$ cat src/rtl/ps2_scancode_decoder.sv
// PS/2 Set-2 scan-code decoder: synchronises the receiver's byte strobe, parses
// E0/F0 prefixes, tracks game-key held flags and queues events in a FWFT FIFO.
module ps2_scancode_decoder #(
  parameter int SYNC_STAGES    = 2,
  parameter int FIFO_DEPTH     = 4,
  parameter int TIMEOUT_CYCLES = 1000000
) (
  input  logic       CLK,
  input  logic       RESET,
  input  logic [7:0] PS2_BYTE,
  input  logic       PS2_NEWDATA,
  input  logic       EVT_POP,
  output logic       EVT_VALID,
  output logic [7:0] EVT_CODE,
  output logic       EVT_EXT,
  output logic       EVT_BREAK,
  output logic       EVT_OVERFLOW,
  output logic       KEY_SPACE_HELD,
  output logic       KEY_W_HELD,
  output logic       KEY_ESC_HELD,
  output logic [1:0] dbg_state
);

  localparam int AW = $clog2(FIFO_DEPTH);
  localparam int CW = AW + 1;
  localparam int TW = (TIMEOUT_CYCLES > 1) ? $clog2(TIMEOUT_CYCLES) : 1;
  localparam logic [TW-1:0] TO_MAX = TW'(TIMEOUT_CYCLES - 1);

  typedef enum logic [1:0] {IDLE = 2'd0, EXT = 2'd1, BRK = 2'd2, EXT_BRK = 2'd3} state_t;

  state_t          state, state_next;
  logic [TW-1:0]   timer, timer_next;
  logic [SYNC_STAGES-1:0] sync_q;
  logic            synced_prev;
  logic            fall;
  logic [7:0]      byte_q;
  logic            byte_stb;
  logic            is_status, is_e0, is_f0, ext_now, brk_now;
  logic            push, push_ext, push_brk;
  logic            do_push, do_pop, full;
  logic [9:0]      mem [FIFO_DEPTH];
  logic [AW-1:0]   rd_ptr, wr_ptr;
  logic [CW-1:0]   count;

  // Falling edge of the synchronised frame flag marks a freshly presented byte.
  assign fall = synced_prev & ~sync_q[SYNC_STAGES-1];

  always_ff @(posedge CLK or posedge RESET) begin
    if (RESET) begin
      sync_q      <= '0;
      synced_prev <= 1'b0;
      byte_q      <= 8'h00;
      byte_stb    <= 1'b0;
    end else begin
      sync_q      <= {sync_q[SYNC_STAGES-2:0], PS2_NEWDATA};
      synced_prev <= sync_q[SYNC_STAGES-1];
      byte_stb    <= fall;
      if (fall) byte_q <= PS2_BYTE;
    end
  end

  assign is_status = (byte_q == 8'h00) || (byte_q == 8'hAA) || (byte_q == 8'hEE) ||
                     (byte_q == 8'hFA) || (byte_q == 8'hFE) || (byte_q == 8'hFF);
  assign is_e0   = (byte_q == 8'hE0);
  assign is_f0   = (byte_q == 8'hF0);
  assign ext_now = (state == EXT) || (state == EXT_BRK);
  assign brk_now = (state == BRK) || (state == EXT_BRK);

  always_ff @(posedge CLK or posedge RESET) begin
    if (RESET) begin
      state <= IDLE;
      timer <= '0;
    end else begin
      state <= state_next;
      timer <= timer_next;
    end
  end

  // A prefix only adds its own flag, so the prefix states merge orthogonally.
  always_comb begin
    state_next = state;
    timer_next = timer;
    push       = 1'b0;
    push_ext   = 1'b0;
    push_brk   = 1'b0;
    if (byte_stb) begin
      timer_next = '0;
      if (is_status) begin
        state_next = IDLE;
      end else if (is_e0) begin
        state_next = brk_now ? EXT_BRK : EXT;
      end else if (is_f0) begin
        state_next = ext_now ? EXT_BRK : BRK;
      end else begin
        push       = 1'b1;
        push_ext   = ext_now;
        push_brk   = brk_now;
        state_next = IDLE;
      end
    end else if (state != IDLE) begin
      if (timer == TO_MAX) begin
        state_next = IDLE;
        timer_next = '0;
      end else begin
        timer_next = timer + 1'b1;
      end
    end else begin
      timer_next = '0;
    end
  end

  assign dbg_state = state;

  always_ff @(posedge CLK or posedge RESET) begin
    if (RESET) begin
      KEY_SPACE_HELD <= 1'b0;
      KEY_W_HELD     <= 1'b0;
      KEY_ESC_HELD   <= 1'b0;
    end else if (push && !push_ext) begin
      if (byte_q == 8'h29) KEY_SPACE_HELD <= !push_brk;
      if (byte_q == 8'h1D) KEY_W_HELD     <= !push_brk;
      if (byte_q == 8'h76) KEY_ESC_HELD   <= !push_brk;
    end
  end

  // FIFO handshake: EVT_POP consumes the head only when EVT_VALID is high; a
  // push into a full FIFO succeeds only if a pop frees a slot in the same cycle.
  assign full    = (count == CW'(FIFO_DEPTH));
  assign do_pop  = EVT_POP && (count != '0);
  assign do_push = push && (!full || do_pop);

  always_ff @(posedge CLK or posedge RESET) begin
    if (RESET) begin
      for (int i = 0; i < FIFO_DEPTH; i++) mem[i] <= '0;
      rd_ptr       <= '0;
      wr_ptr       <= '0;
      count        <= '0;
      EVT_OVERFLOW <= 1'b0;
    end else begin
      if (do_push) begin
        mem[wr_ptr] <= {push_ext, push_brk, byte_q};
        wr_ptr      <= wr_ptr + 1'b1;
      end
      if (do_pop) rd_ptr <= rd_ptr + 1'b1;
      if (do_push && !do_pop)      count <= count + 1'b1;
      else if (do_pop && !do_push) count <= count - 1'b1;
      if (push && !do_push) EVT_OVERFLOW <= 1'b1;
    end
  end

  assign EVT_VALID = (count != '0);
  assign EVT_EXT   = mem[rd_ptr][9];
  assign EVT_BREAK = mem[rd_ptr][8];
  assign EVT_CODE  = mem[rd_ptr][7:0];

endmodule

$ cat config.mk
export PLATFORM = sky130hd
export DESIGN_NAME = ps2_scancode_decoder
export DESIGN_NICKNAME = d
export VERILOG_FILES = /design/src/rtl/ps2_scancode_decoder.sv
export SDC_FILE = /design/constraint.sdc
export NUM_CORES = 1
export LEC_CHECK = 0
export BUFFER_PORTS_ARGS = -buffer_cell sky130_fd_sc_hd__buf_2
export CORE_ASPECT_RATIO = 0.9
export CORE_MARGIN = 5
export CORE_UTILIZATION = 45
export CTS_CLUSTER_SIZE = 28
export DETAILED_ROUTE_END_ITERATION = 8
export GPL_ROUTABILITY_DRIVEN = 0
export HOLD_SLACK_MARGIN = 0.1
export PLACE_DENSITY_LB_ADDON = 0.08
export SKIP_LAST_GASP = 1
export SLEW_MARGIN = 20
export SYNTH_ARGS = -nofsm -noshare
export SYNTH_HDL_FRONTEND = slang
export SYNTH_SLANG_ARGS = --single-unit
$ cat constraint.sdc
create_clock -name CLK -period 2.64 [get_ports CLK]
set_input_delay 0.132 -clock CLK [delete_from_list [all_inputs] [get_ports CLK]]
set_output_delay 0.132 -clock CLK [all_outputs]
set_load 0.02 [all_outputs]
==> impl_metrics.csv <==
group,metric,value,unit
outcome,status,"complete, no violations",
timing,fmax,0.4010,GHz
final_layout,stdcell_count,481,
final_layout,final_common_cell,"dfrtp_1",
synth,syn_inst,308,
power_and_ir_drop,power_density,893.9,nW/µm²
final_layout,seq_area,2127,µm²
synth,ys_ff_latch,85,
worst_hold_path,holdPathStages,0,
route,via_per_inst,5.035,
critical_path,rr_startpoint,"byte_q[1]$_DFFE_PP0P_",
global_routing,first_global_vias,2607,
final_layout,n_antenna_cell,0,
place,placed_cell_area,4494,µm²
timing,hold_slack,358.7,ps
global_routing,grt_max_degree,47,
critical_path,path_class,"reg2reg",
timing,slew_violations,0,
global_routing,grt_overflow,0,
critical_path,slowest_delay,420,ps
floorplanning,die_area,11390,µm²
synth,syn_area,4208,µm²
timing,tightest_slew,772.8,ps
synth,synth.avg_cell_area,13.66,µm²
floorplanning,ios,29,
critical_path,worstPathCellList,"or3_1, or3_4, and3_4, nand3_4, inv_1, ha_1, inv_1, fa_1, mux2_2",
synth,synth_fp_nets,327,
final_layout,fillers,787,
power_and_ir_drop,p_leak,0.002182,µW
place,io_buffers,28,
route,drtIter0Drc,96,
clock_tree,htreeDepth,3,
clock_tree,cts_made_buffers,9,
place,dp_cells,456,
timing,rsz0062_at_grt,"false",
final_layout,multi_input_area,1909,µm²
floorplanning,die_h,101.7,µm
synth,synth_ff_type,"dfrtp_1",
route,drc,0,
critical_path,critPathLaunchType,"register",
timing,final.period_utilization,0.9447,
final_layout,layout.nets,375,
critical_path,crit_top_cell,"inv_1",
critical_path,slowest_stage,"dfrtp_1",
floorplanning,die_w,111.9,µm
synth,synth.distinct_cells,40,
floorplanning,rows,33,
critical_path,rrSetupSlack,150,ps
critical_path,cp_max_fo,5,
synth,ys_warn_count,0,
route,antenna_left,0,
clock_tree,clk_path_buf_depth,2,
critical_path,r2r_end,"count[1]$_DFFE_PP0P_",
floorplanning,initial_core_util,0.4611,
timing,hold_viol,0,
critical_path,reg2reg_depth,9,
synth,seq_area_frac_synth,0.5055,
final_layout,areaGrowthSynthToFinish,13.86,%
clock_tree,clock_sinks,85,
clock_tree,post_cts_buffers,0,
synth,synthArstFlopShare,1.000,
timing,period_minus_slack,2494,ps
timing,fin_worst_skew,10.99,ps
place,hpwl,5254,µm
timing,max_slew_margin,0.4837,
floorplanning,coreArea,9125,µm²
global_routing,antenna_found_initial,0,
critical_path,crit_required,2890,ps
clock_tree,clkTransAtPathRegs,80,ps
final_layout,layout_common_cells,"85 x dfrtp_1, 40 x mux2_4, 31 x nor2_1",
worst_hold_path,min_to,"sync_q[1]$_DFF_PP0_",
clock_tree,root_buffer,"clkbuf_8",
worst_hold_path,hp-class,"reg2reg",
global_routing,grt_pass1_wl,13400,µm
synth,synth_edf_count,0,
timing,fin_setup_tns,0,ps
final_layout,drive_gt1_frac,0.3510,
route,vias,2422,
route,wire_per_inst,15.79,µm
power_and_ir_drop,peakVddDrop,502.9,µV
timing,setup_viol,0,
clock_tree,worstSkewPairLatency,370,ps
critical_path,arrival,2750,ps
global_routing,grtUsageTotal,0.1513,
worst_hold_path,hold_start,"sync_q[0]$_DFF_PP0_",
clock_tree,cts_tree,"yes",
route,drt_first_pass_iters,4,
critical_path,endpoint_kind,"register",
route,routed_wirelength,7595,µm
flow_run,cap_viol_max_count,0,
final_layout,design_area,4791,µm²
power breakdown:
group / internal, µW / switching, µW / leakage (µW)
Combinational: 871 / 586 / 0.00100
Clock: 452 / 431 / 0.0000923
Sequential: 1640 / 302 / 0.00109
Total: 2960 / 1320 / 0.00218
synthesized netlist by cell type, types with 2 or more instances:
| cell type | n | area share |
|---|---|---|
| and3_1 | 3 | 0.0045 |
| and4_1 | 3 | 0.0062 |
| buf_4 | 4 | 0.0071 |
| buf_6 | 6 | 0.016 |
| clkbuf_1 | 4 | 0.0036 |
| dfrtp_1 | 85 | 0.51 |
| ha_1 | 6 | 0.018 |
| inv_1 | 12 | 0.011 |
| mux2_2 | 9 | 0.024 |
| mux2_4 | 40 | 0.14 |
| mux2i_1 | 3 | 0.0071 |
| mux4_2 | 10 | 0.054 |
| nand2_1 | 16 | 0.014 |
| nand2b_1 | 2 | 0.0030 |
| nand3_1 | 6 | 0.0071 |
| nand4_1 | 7 | 0.010 |
| nand4_4 | 4 | 0.020 |
| nor2_1 | 31 | 0.028 |
| nor2b_1 | 2 | 0.0030 |
| nor3_1 | 2 | 0.0024 |
| nor4_1 | 6 | 0.0089 |
| nor4b_1 | 3 | 0.0062 |
| o21ai_0 | 3 | 0.0036 |
| or3_1 | 3 | 0.0045 |
| xnor2_1 | 13 | 0.027 |
| xor2_1 | 11 | 0.023 |
state kept, by name (all words and copies together) (netlist names):
register / flops
count: 3
timer: 20
byte_stb: 1
mem: 40
KEY_ESC_HELD: 1
rd_ptr: 2
synced_prev: 1
byte_q: 8
KEY_SPACE_HELD: 1
EVT_OVERFLOW: 1
dbg_state: 2
wr_ptr: 2
KEY_W_HELD: 1
sync_q: 2
worst max-delay path by stage:
stage / slack (ps) / depth (start not counted) / endpoint / from
6_report: 150 / 9 / count[1]$_DFFE_PP0P_ / byte_q[1]$_DFFE_PP0P_
5_1_grt: 60 / 9 / count[1]$_DFFE_PP0P_ / byte_q[1]$_DFFE_PP0P_
4_1_cts: 90 / 10 / count[1]$_DFFE_PP0P_ / byte_q[4]$_DFFE_PP0P_
3_5_place_dp: 100 / 10 / count[1]$_DFFE_PP0P_ / byte_q[4]$_DFFE_PP0P_
3_3_place_gp: 160 / 9 / count[1]$_DFFE_PP0P_ / byte_q[1]$_DFFE_PP0P_
2_1_floorplan: 2 / 11 / count[1]$_DFFE_PP0P_ / byte_q[1]$_DFFE_PP0P_
final cells by class:
| class | instances | area share |
|---|---|---|
| inverter | 12 | 0.009663 |
| multi-input combinational | 194 | 0.3985 |
| clock inverter | 2 | 0.007313 |
| sequential | 85 | 0.4440 |
| timing repair buffer | 54 | 0.07835 |
| clock buffer | 12 | 0.03030 |
| tap | 122 | 0.03186 |
cells by family (layout without fill, tap and decap cells):
| logic type | after synthesis | in the layout | share of synthesized area |
|---|---|---|---|
| AOI/OAI and AO/OA | 6 | 6 | 0.01368 |
| adders and majority gates | 7 | 7 | 0.02260 |
| and+or+nand+nor | 95 | 95 | 0.1356 |
| buffers and inverters | 29 | 80 | 0.04519 |
| xor gates and xnor gates | 24 | 24 | 0.04996 |
| DFF | 85 | 85 | 0.5055 |
| muxes | 62 | 62 | 0.2275 |
worst max-delay path: cells and delay by family (launching register included):
kind	cells	cell delay [ps]
adders and majority gates	2	600
muxes	1	260
buffers and inverters	2	120
and+or+nand+nor	4	980
DFF	1	420
per-stage QoR:
| step | setup WS, ps | power (µW) | utilization |
|---|---|---|---|
| 6_report | 145.9 | 4282 | 0.5250 |
| 3_5_place_dp | 96.25 | 3436 | 0.4925 |
| 3_3_place_gp | 156.9 | 3413 | 0.4925 |
| 5_1_grt | 59.31 | 4549 | 0.5250 |
| 4_1_cts | 85.25 | 4353 | 0.5243 |
| 2_1_floorplan | 2.010 | 3086 | - |
per-layer routing:
metal	track usage	vias to the layer above	share of wire
met5	0	-	0
met4	0.05268	0	0.016
met3	0.05197	13	0.045
met2	0.2235	34	0.44
met1	0.2099	1205	0.50
li1	-	1170	-
timing repair:
item,CTS,global route
hold buffers,11,0
hold endpoints to repair,50,0
setup endpoints to repair,0,1
gates resized for setup,0,1
Note: power is estimated with default switching activity, not from simulation.
